==> src/rtl/spi_mx.sv <==
// spi_mx: multi-slave SPI master, one DATA_W-bit full-duplex word per start,
// any CPOL/CPHA mode, MSB- or LSB-first, optional select hold for bursts.
module spi_mx #(
    parameter int DATA_W = 8,
    parameter int NUM_CS = 4,
    parameter int DVSR_W = 16,
    parameter int CS_W   = (NUM_CS > 1) ? $clog2(NUM_CS) : 1
) (
    input  logic              clk,
    input  logic              rst,
    input  logic              start,
    input  logic [DATA_W-1:0] din,
    input  logic [DVSR_W-1:0] dvsr,
    input  logic              cpol,
    input  logic              cpha,
    input  logic              lsb_first,
    input  logic [CS_W-1:0]   cs_sel,
    input  logic              hold_cs,
    input  logic              miso,
    output logic              sclk,
    output logic              mosi,
    output logic [NUM_CS-1:0] ss_n,
    output logic [DATA_W-1:0] dout,
    output logic              ready,
    output logic              done
);
    localparam int BW = $clog2(DATA_W);
    localparam logic [BW-1:0] LAST = BW'(DATA_W - 1);

    typedef enum logic [1:0] {IDLE, SETUP, P0, P1} state_t;

    state_t            state;
    logic [DVSR_W-1:0] cnt;
    logic [DVSR_W-1:0] dvsr_r;
    logic [BW-1:0]     bit_cnt;
    logic [DATA_W-1:0] tx_r;
    logic              cpol_r;
    logic              cpha_r;
    logic              lsb_r;
    logic              hold_r;
    logic [CS_W-1:0]   cs_r;
    logic              held;
    logic [CS_W-1:0]   held_cs;
    logic              half_end;

    // Out-of-range indices match no line, leaving every select high.
    function automatic logic [NUM_CS-1:0] sel_mask(input logic [CS_W-1:0] idx);
        logic [NUM_CS-1:0] m;
        m = '1;
        for (int i = 0; i < NUM_CS; i++) begin
            if (idx == CS_W'(i)) m[i] = 1'b0;
        end
        return m;
    endfunction

    function automatic logic tx_bit(input logic [DATA_W-1:0] w,
                                    input logic lsb,
                                    input logic [BW-1:0] i);
        return lsb ? w[i] : w[LAST - i];
    endfunction

    assign half_end = (cnt == dvsr_r);

    always_ff @(posedge clk) begin
        if (rst) begin
            state   <= IDLE;
            cnt     <= '0;
            dvsr_r  <= '0;
            bit_cnt <= '0;
            tx_r    <= '0;
            cpol_r  <= 1'b0;
            cpha_r  <= 1'b0;
            lsb_r   <= 1'b0;
            hold_r  <= 1'b0;
            cs_r    <= '0;
            held    <= 1'b0;
            held_cs <= '0;
            sclk    <= 1'b0;
            mosi    <= 1'b0;
            ss_n    <= '1;
            dout    <= '0;
            ready   <= 1'b1;
            done    <= 1'b0;
        end else begin
            done <= 1'b0;
            unique case (state)
                IDLE: begin
                    sclk <= cpol;
                    if (start) begin
                        tx_r    <= din;
                        dvsr_r  <= dvsr;
                        cpol_r  <= cpol;
                        cpha_r  <= cpha;
                        lsb_r   <= lsb_first;
                        cs_r    <= cs_sel;
                        hold_r  <= hold_cs;
                        cnt     <= '0;
                        bit_cnt <= '0;
                        ready   <= 1'b0;
                        mosi    <= tx_bit(din, lsb_first, '0);
                        // A still-held select to the same slave needs no setup time.
                        if (held && cs_sel == held_cs) begin
                            state <= P0;
                            sclk  <= cpol ^ cpha;
                        end else begin
                            state <= SETUP;
                            ss_n  <= sel_mask(cs_sel);
                        end
                    end
                end
                SETUP: begin
                    if (half_end) begin
                        cnt   <= '0;
                        state <= P0;
                        sclk  <= cpol_r ^ cpha_r;
                    end else begin
                        cnt <= cnt + DVSR_W'(1);
                    end
                end
                P0: begin
                    if (half_end) begin
                        cnt   <= '0;
                        state <= P1;
                        sclk  <= cpol_r ^ ~cpha_r;
                        dout  <= lsb_r ? {miso, dout[DATA_W-1:1]}
                                       : {dout[DATA_W-2:0], miso};
                    end else begin
                        cnt <= cnt + DVSR_W'(1);
                    end
                end
                P1: begin
                    if (half_end) begin
                        cnt <= '0;
                        if (bit_cnt == LAST) begin
                            state   <= IDLE;
                            done    <= 1'b1;
                            ready   <= 1'b1;
                            sclk    <= cpol_r;
                            held    <= hold_r;
                            held_cs <= cs_r;
                            if (!hold_r) ss_n <= '1;
                        end else begin
                            bit_cnt <= bit_cnt + BW'(1);
                            state   <= P0;
                            sclk    <= cpol_r ^ cpha_r;
                            mosi    <= tx_bit(tx_r, lsb_r, bit_cnt + BW'(1));
                        end
                    end else begin
                        cnt <= cnt + DVSR_W'(1);
                    end
                end
                default: state <= IDLE;
            endcase
        end
    end

endmodule

==> config.mk <==
export PLATFORM = sky130hd
export DESIGN_NAME = spi_mx
export DESIGN_NICKNAME = d
export VERILOG_FILES = /design/src/rtl/spi_mx.sv
export SDC_FILE = /design/constraint.sdc
export NUM_CORES = 1
export LEC_CHECK = 0
export BUFFER_PORTS_ARGS = -buffer_cell sky130_fd_sc_hd__clkbuf_2
export CORE_MARGIN = 2
export CORE_UTILIZATION = 30
export CTS_BUF_LIST = sky130_fd_sc_hd__clkbuf_2
export DETAILED_ROUTE_END_ITERATION = 8
export GPL_TIMING_DRIVEN = 0
export PLACE_DENSITY = 0.59
export SYNTH_ARGS = -nofsm -noshare
export SYNTH_HDL_FRONTEND = slang
export SYNTH_SLANG_ARGS = --single-unit
==> constraint.sdc <==
create_clock -name clk -period 6 [get_ports clk]
set_clock_uncertainty 0.05 [all_clocks]
set_input_delay 0 -clock clk [delete_from_list [all_inputs] [get_ports clk]]
set_output_delay 0 -clock clk [all_outputs]
set_load 0.005 [all_outputs]
# Yosys cells after proc, flatten, opt, wreduce, memory -nomap -nowiden
# Index checks and enable logic that the tools add are counted.
# totals
regBits	70
inputBits	34
output_inout_bits	16
word_cells	107
# classes
bitwise	6
n_mux	47
n_addsub	3
n_eq_ne	17
n_lt_le_gt_ge	2
reduce_logical	14
# ops
cell	count
$mux W16	2
$pmux W16 S2	1
$mux W1	21
$mux W4	5
$add A16 B1 Y16 const B	1
$eq A16 B16 Y1	1
$ne A2 B2 Y1 const B	8
$mux W2	6
$reduce_and A4 Y1	3
$mux W3	3
$eq A2 B2 Y1 const B	4
$lt A3 B4 Y1 const B	2
$mux W8	1
$pmux W2 S4	1
$pmux W4 S2	1
$bmux W1 S3	2
$pmux W3 S2	1
$reduce_and A3 Y1	2
$reduce_and A6 Y1	1
$reduce_or A3 Y1	2
$eq A2 B1 Y1 const B	2
$logic_not A2 Y1	2
$pmux W1 S2	2
$pmux W1 S4	1
9 further kinds	14

# Logic depth before layout (Yosys ltp)
# Gate-level depths: netlist of run 1.
# depth
word_depth	8
depth_mapped	9
mapped_depth_nobuf	7

# Worst setup path before layout of run 1
# Ideal clock, no wire load.
# synth_timing
path_kind	register to register
start	reg bit_cnt[0]
end	reg mosi
n_path_buf	0
required_ps	5818
setup_ps	132
path_stages_with_launch	6
arrival_time_ps	1815
period_less_slack_ps	1996
path_slack_ps	4004
cell_sequence	dfxtp_1 ha_1 mux4_2 mux2_2 o311ai_0 mux2i_1
# synth_via
elab_chain_len	8
word_cells_on_any_way	13
classes_between	add/sub (2); eq/ne (2); mux (8); reduce/logical (1)
# synth_lines
element	line	source
start, declared	35	logic [BW-1:0] bit_cnt;
start signal, assigned	143	bit_cnt <= bit_cnt + BW'(1);
$add A3 B1 Y3	146	mosi <= tx_bit(tx_r, lsb_r, bit_cnt + BW'(1));
$sub A3 B3 Y3	59	return lsb ? w[i] : w[LAST - i];
$bmux W1 S3	59	
$mux W1 (not written as such)	59	
$mux W1	59	
$mux W1	134	if (bit_cnt == LAST) begin
$mux W1	132	if (half_end) begin
$pmux W1 S2	86	unique case (state)
end signal, assigned	100	mosi <= tx_bit(din, lsb_first, '0);
end signal, assigned	146	
end, declared	21	output logic mosi,
# Parallel ways exist; a longest one is shown, timed or not. The select of a mux whose other input is x is not followed.
# A chain may end at the register's enable or synchronous reset.

# Worst setup path in the final report of run 1
# layout_timing
start	reg state[1]
end	reg dvsr_r[15]
# layout_via
elab_chain_len	2
# layout_lines
element	line	source
start, declared	32	state_t state;
start signal, assigned	66	state <= IDLE;
start signal, assigned	103	state <= P0;
start signal, assigned	106	state <= SETUP;
$logic_not A2 Y1	86	
$reduce_and A2 Y1 (no line)	n/a	
end signal, assigned	91	dvsr_r <= dvsr;
end, declared	34	logic [DVSR_W-1:0] dvsr_r;
# No other way between the ends.

==> results.md, run 1 <==
* EDFF count, synth at 0
* Syn nets at 443
* Met2 routed WL at 4030 um
* Crit Path Category: reg -> reg
* Synthesis warning total at 0
* Crit-path max FO at 10
* # IOs at 50
* Synth top area share at 40.8%
* Most area-hungry cell type in the Yosys netlist: dfxtp_1
* Mapped cell area at 0.00343 mm2
* Hold WC Path Type: in -> reg
* Fill count at 1177
* Switching Power at 301 uW
* Setup TNS at 0 ps
* Routed met1 length at 4460 um
* Post-CTS Resized at 0
* Crit path DAT at 2730 ps
* Layout cells sized above 1 at approximately 17%
* Fmax at 424 MHz
* Global-route wire length before repair at 15700 um
* Internal power at 662 uW
* Post-Synthesis Cells at 406
* Worst Path Required at 6370 ps
* Final period utilization at between 30% and 40%
* CTS Buffer Depth at 2
* Distinct cells, synth at 48
* Nets at 536
* Largest net degree at the start of global routing at 12
* Rel. slew slack at 46.6%
* RSZ-0062 raised after global routing: no
* Ant. Diodes at 0
* Pwr per Cell Area at around 220 mW/mm2
* Core area at 0.0113 mm2
* Post-Place Cells at 598
* Die area at 0.0123 mm2
* Area grow syn2layout at 24.9%
* Critical Path End Type: flip-flop
* Worst-Skew Late Latency at just over 500 ps
* Peak VDD IR at 0.0000807 V
* Primary FF master, synth: dfxtp_1
* Final slew viol count at 0
* Main area contributors after synthesis: dfxtp_1 41%, nand2_1 9.2%, a21oi_1 7.0%
* CTS tree: done
* Post-synth ARST share at 0%
* All-layer global routing usage at between 10% and 20%
* Switching Share at 31.3%
* RD Place Congestion at 0.857
* Total number of vias at around 3300
* Post-Synth Adder-Cell Area at 1.09%
* Simple-gate share of the synthesized area at 21.7%
* Post-detail-place hpwl at 6570 um
* Remaining DRCs at 0
* Drt via density at 5.05
* Drt wl/cell at 14.2 um
* Die X-Extent at 111 um
* Fin area at around 0.0043 mm2
* Port Buffers at 49
* Initial Util at 30.5%
* Combinational share of power at 20.2%
* Total Power at 963 uW
* Minimum clock period at 2360 ps
* Post-synthesis compound-gate area fraction at 16.9%
* Final hold violations at 0
* Fin cells at 646
* Status: completed
* Setup-failing EPs final at 0
* Mux contribution to synthesized area at 8.85%
* Synth Area in XOR/XNOR at 5.61%
* Die H at 111 um
* Standard-cell rows at 39
* Post-synthesis sequential area ratio at 40.8%
* Clock buffer count from CTS at 9
* Synth Area per Inst at ~8.5 um2
* Sink Count at 70
* Highest metal used: met4
* Largest family of logic cells by synthesized area: simple AND/OR/NAND/NOR gates
* Drt first pass iters at 4
* DR WL met3 at approximately 530 um
* Flop and latch count out of synthesis at 70
* Vias in the first global route at 3234
* Pleak at ~1.7 nW
* Worst-margin pin slew at approximately 800 ps
* Clock power share at around 27%
* Reg clk slew, reported paths at 220 ps
* Routed Antenna Nets at 0
* Iter 0 DRT Violations at between 300 and 400
* Max_cap viols at 0
* Overall routed net length at 9200 um
* Critical Path Start Type: flip-flop
* H-tree depth at 3
* Seq pwr share at 52.4%
* Overflow after GRT at 0
* Antenna violations before repair at 0
* Root Driver: clkbuf_2
* Placed Area at about 0.0039 mm2
==> layout by cell type (no fill, tap or decap), types with 2 or more instances in the layout <==
cell type and instances:
a21boi_0 2, a21oi_1 48, a22o_1 2, a311oi_1 8, and2_1 2, and3_1 3, buf_2 5, buf_6 4
clkbuf_1 20, clkbuf_2 59, clkinv_2 2, dfxtp_1 70, dlygate4sd3_1 33, ha_1 3, inv_1 5, mux2i_1 18
mux4_2 5, nand2_1 84, nand3_1 16, nand4_1 12, nor2_1 19, nor2b_1 3, nor3_1 7, nor3b_1 2
nor4_1 4, nor4_2 2, o211ai_1 5, o21ai_0 9, o311ai_0 3, o41a_1 2, or3_1 3, xnor2_1 5
xor2_1 17
==> synthesized netlist by cell type (2+ instances only) <==
master / instances
a21boi_0: 2
a21oi_1: 48
a22o_1: 2
a311oi_1: 8
and2_1: 2
and3_1: 3
buf_2: 5
buf_6: 4
clkbuf_1: 20
dfxtp_1: 70
ha_1: 3
inv_1: 5
mux2i_1: 18
mux4_2: 5
nand2_1: 84
nand3_1: 16
nand4_1: 12
nor2_1: 19
nor2b_1: 3
nor3_1: 7
nor3b_1: 2
nor4_1: 4
nor4_2: 2
o211ai_1: 5
o21ai_0: 9
o311ai_0: 3
o41a_1: 2
or3_1: 3
xnor2_1: 5
xor2_1: 17
==> flip-flops by register name (all words and copies together), names as in the netlist, 2 cells and up <==
signal	flops
state	2
held_cs	2
ss_n	4
tx_r	8
cs_r	2
dout	8
dvsr_r	16
bit_cnt	3
cnt	16
==> final cells by class <==
type / count / area (um2) / share of cell area, %
multi-input cells: 300 / 1860 / 43.3
flip-flops and latches: 70 / 1400 / 32.7
repair buffers: 82 / 576 / 13.4
well taps: 143 / 179 / 4.17
plain buffers: 31 / 156 / 3.65
clock inverters: 5 / 51.3 / 1.20
clock buffers: 10 / 50.0 / 1.17
inverters: 5 / 18.8 / 0.437
==> routing by layer <==
layer,global-route usage (%),vias up
met5,0,-
met4,6.50,0
met3,3.50,17
met2,23.8,94
met1,21.4,1511
li1,-,1640
==> per-stage QoR <==
step / hold slack [ps] / setup WS, ps / util, %
floorplan: 86.0 / 4000 / -
global placement: 174 / 3720 / 34.2
detailed placement: 181 / 3710 / 34.2
CTS: 128 / 3640 / 38.1
global route: 141 / 3380 / 38.1
finish: 172 / 3640 / 38.1
==> power by group through the flow <==
stage | registers (mW) | logic [mW] | clock network [mW]
2_1_floorplan | 0.510 | 0.120 | 0
3_3_place_gp | 0.513 | 0.174 | 0
3_5_place_dp | 0.514 | 0.178 | 0
4_1_cts | 0.505 | 0.195 | 0.272
5_1_grt | 0.508 | 0.214 | 0.292
6_report | 0.505 | 0.194 | 0.264
==> worst paths after layout <==
kind                endpoint        from  depth (start not counted)  slack, ps
setup / recovery  dvsr_r[15]    state[1]                          6       3640
hold / removal       tx_r[2]      din[2]                          4        170
setup reg to reg  dvsr_r[15]    state[1]                          6       3640
hold reg to reg   dvsr_r[13]  dvsr_r[13]                          2        430
==> cells by family (layout without fill, tap and decap cells) <==
logic type	after synthesis	in the layout
adders and majority gates	3	3
xor gates and xnor gates	22	22
DFF	70	70
muxes	24	24
buffers and inverters	36	133
and+or+nand+nor	161	161
AOI/OAI and AO/OA	90	90
==> worst max-delay path: stages (launching register included) <==
cell and delay, ps:
dfxtp_1 380, nor2_1 630, and2_1 220, clkbuf_1 280
clkbuf_1 450, nand2_1 130, a21oi_1 150
==> repair_timing <==
item,CTS,global route
hold endpoints to repair,44,0
buffers inserted,0,0
hold buffers,33,0
Note: power is estimated with default switching activity, not from simulation.
==> run 2: changes to the inputs <==
==> constraint.sdc (replaced) <==
create_clock -name clk -period 2.4 [get_ports clk]
set_clock_uncertainty 0.05 [all_clocks]
set_input_delay 0 -clock clk [delete_from_list [all_inputs] [get_ports clk]]
set_output_delay 0 -clock clk [all_outputs]
set_load 0.005 [all_outputs]
==> results.md, run 2 (synthesis gave the netlist of run 1 again) <==
* Clock buffer count from CTS at 9
* Pleak at 1.68 nW
* Switching Share at 31.4%
* Slowest library cell on the worst path: mux4_2
* CTS Buffer Depth at 2
* Layout cells sized above 1 at about 18%
* Top Registers: cnt x16, dvsr_r x16
* Setup-failing EPs final at 0
* Crit path max-delay family: multiplexers
* Commonest non-fill, non-tap cell in the layout: nand2_1
* Area grow syn2layout at 25.6%
* Global-route wire length before repair at 15700 um
* WP buf/inv at 0
* Crit. path cell count at 5
* Reg clk slew, reported paths at about 210 ps
* Drt wl/cell at between 10 and 15 um
* Internal power at 1.66 mW
* RSZ-0062 raised after global routing: no
* Final slew viol count at 0
* Remaining DRCs at 0
* Combinational share of power at 20.6%
* CTS tree: done
* Die H at 111 um
* Minimum clock period at 2210 ps
* Final period utilization at 92.2%
* Worst Hold Depth at 4
* Routed Antenna Nets at 0
* Root Driver: clkbuf_2
* CP Cell Sequence: ha_1, mux4_2, mux2_2, o311ai_0, mux2i_1
* Largest net degree at the start of global routing at 12
* Crit-path max cell delay at 530 ps
* Crit path DAT at 2590 ps
* Seq pwr share at 52.0%
* Crit-path max FO at 5
* Crit Path Category: reg -> reg
* Total Power at 2.43 mW
* Overall routed net length at 9330 um
* Flop-to-flop setup slack at 190 ps
* Worst-Skew Late Latency at 520 ps
* Status: completed
* Standard-cell rows at 39
* Clock power share at 27.4%
* Setup TNS at 0 ps
* Initial Util at around 30%
* Overflow after GRT at 0
* Critical Path Start Type: flip-flop
* Core area at between 0.01 and 0.015 mm2
* Post-detail-place hpwl at between 6000 and 7000 um
* Pwr per Cell Area at 563 mW/mm2
* Sink Count at 70
* Drt via density at 5.07
* Worst-margin pin slew at 591 ps
* Fill count at 1175
* Rel. slew slack at ~61%
* Antenna violations before repair at 0
* Worst Path Required at 2780 ps
* Total number of vias at 3284
* Port Buffers at 49
* RD Place Congestion at 0.857
* Nets at 538
* H-tree depth at 3
* Die area at approximately 0.012 mm2
* Fmax at 452 MHz
* All-layer global routing usage at between 15 and 20%
* Ant. Diodes at 0
* Drt first pass iters at 5
* # IOs at 50
* Hold_ws at 168 ps
* Most frequent cells in the layout: 84 x nand2_1, 70 x dfxtp_1, 59 x clkbuf_2
* Switching Power at 763 uW
* Hold WC Path Type: in -> reg
* R2R depth at 5
* Final hold violations at 0
* Peak VDD IR at 0.000203 V
* Die X-Extent at roughly 110 um
* Critical Path End Type: flip-flop
* Max_cap viols at 0
* Iter 0 DRT Violations at 396
* Vias in the first global route at approximately 3200
==> run 2: changes by cell type in the layout (fill, tap and decap cells not counted) <==
cell / delta
buf_4: +2
nor2_2: +1
nor2_1: -1
nand3_1: -1
nand3_2: +1
==> run 2: metal layers <==
layer,up-vias,wire length (um),global-route usage (%)
li1,1644,-,-
met1,1504,4560,21.4
met2,117,3950,23.8
met3,19,591,3.50
met4,0,223,6.50
met5,-,0,0
==> run 2: layout make-up <==
cell class                 instances  area, um2  area share [%]
multi-input combinational        300       1870            43.3
sequential                        70       1400            32.5
timing repair buffer              84        591            13.7
tap                              143        179            4.15
buffer                            31        156            3.63
clock inverter                     5       51.3            1.19
clock buffer                      10       50.0            1.16
inverter                           5       18.8           0.435
==> run 2: power groups by stage <==
| stage | registers, mW | clock network (mW) | logic, mW |
|---|---|---|---|
| finish | 1.26 | 0.664 | 0.500 |
| floorplan | 1.27 | 0 | 0.301 |
| CTS | 1.26 | 0.680 | 0.487 |
| detailed placement | 1.29 | 0 | 0.444 |
| global route | 1.27 | 0.730 | 0.548 |
| global placement | 1.28 | 0 | 0.436 |
==> run 2: worst min-delay path, delay by kind of cell <==
| kind | cells | cell delay (ps) |
|---|---|---|
| AND/OR/NAND/NOR | 1 | 50 |
| buffers and inverters | 2 | 630 |
| AO/OA/AOI/OAI | 1 | 50 |
==> run 2: worst paths after layout <==
check	startpoint	end
worst max register to register	bit_cnt[0]	mosi
worst max-delay path	bit_cnt[0]	mosi
worst min-delay path	din[2]	tx_r[2]
worst min register to register	dvsr_r[13]	dvsr_r[13]
==> run 2: stage by stage <==
stage | util (%) | worst slack, ps | std cells | area [um2]
floorplan | - | 404 | 406 | 3430
global placement | 34.2 | 122 | 598 | 3860
detailed placement | 34.2 | 107 | 598 | 3860
CTS | 38.1 | 41.1 | 646 | 4290
global route | 38.3 | 38.8 | 648 | 4310
finish | 38.3 | 188 | 648 | 4310
==> run 2: what timing repair did <==
action,4_1_cts,5_1_grt
resized for setup,0,2
hold buffers,33,0
hold endpoints to repair,44,0
setup buffers,0,2
setup endpoints to repair,0,44
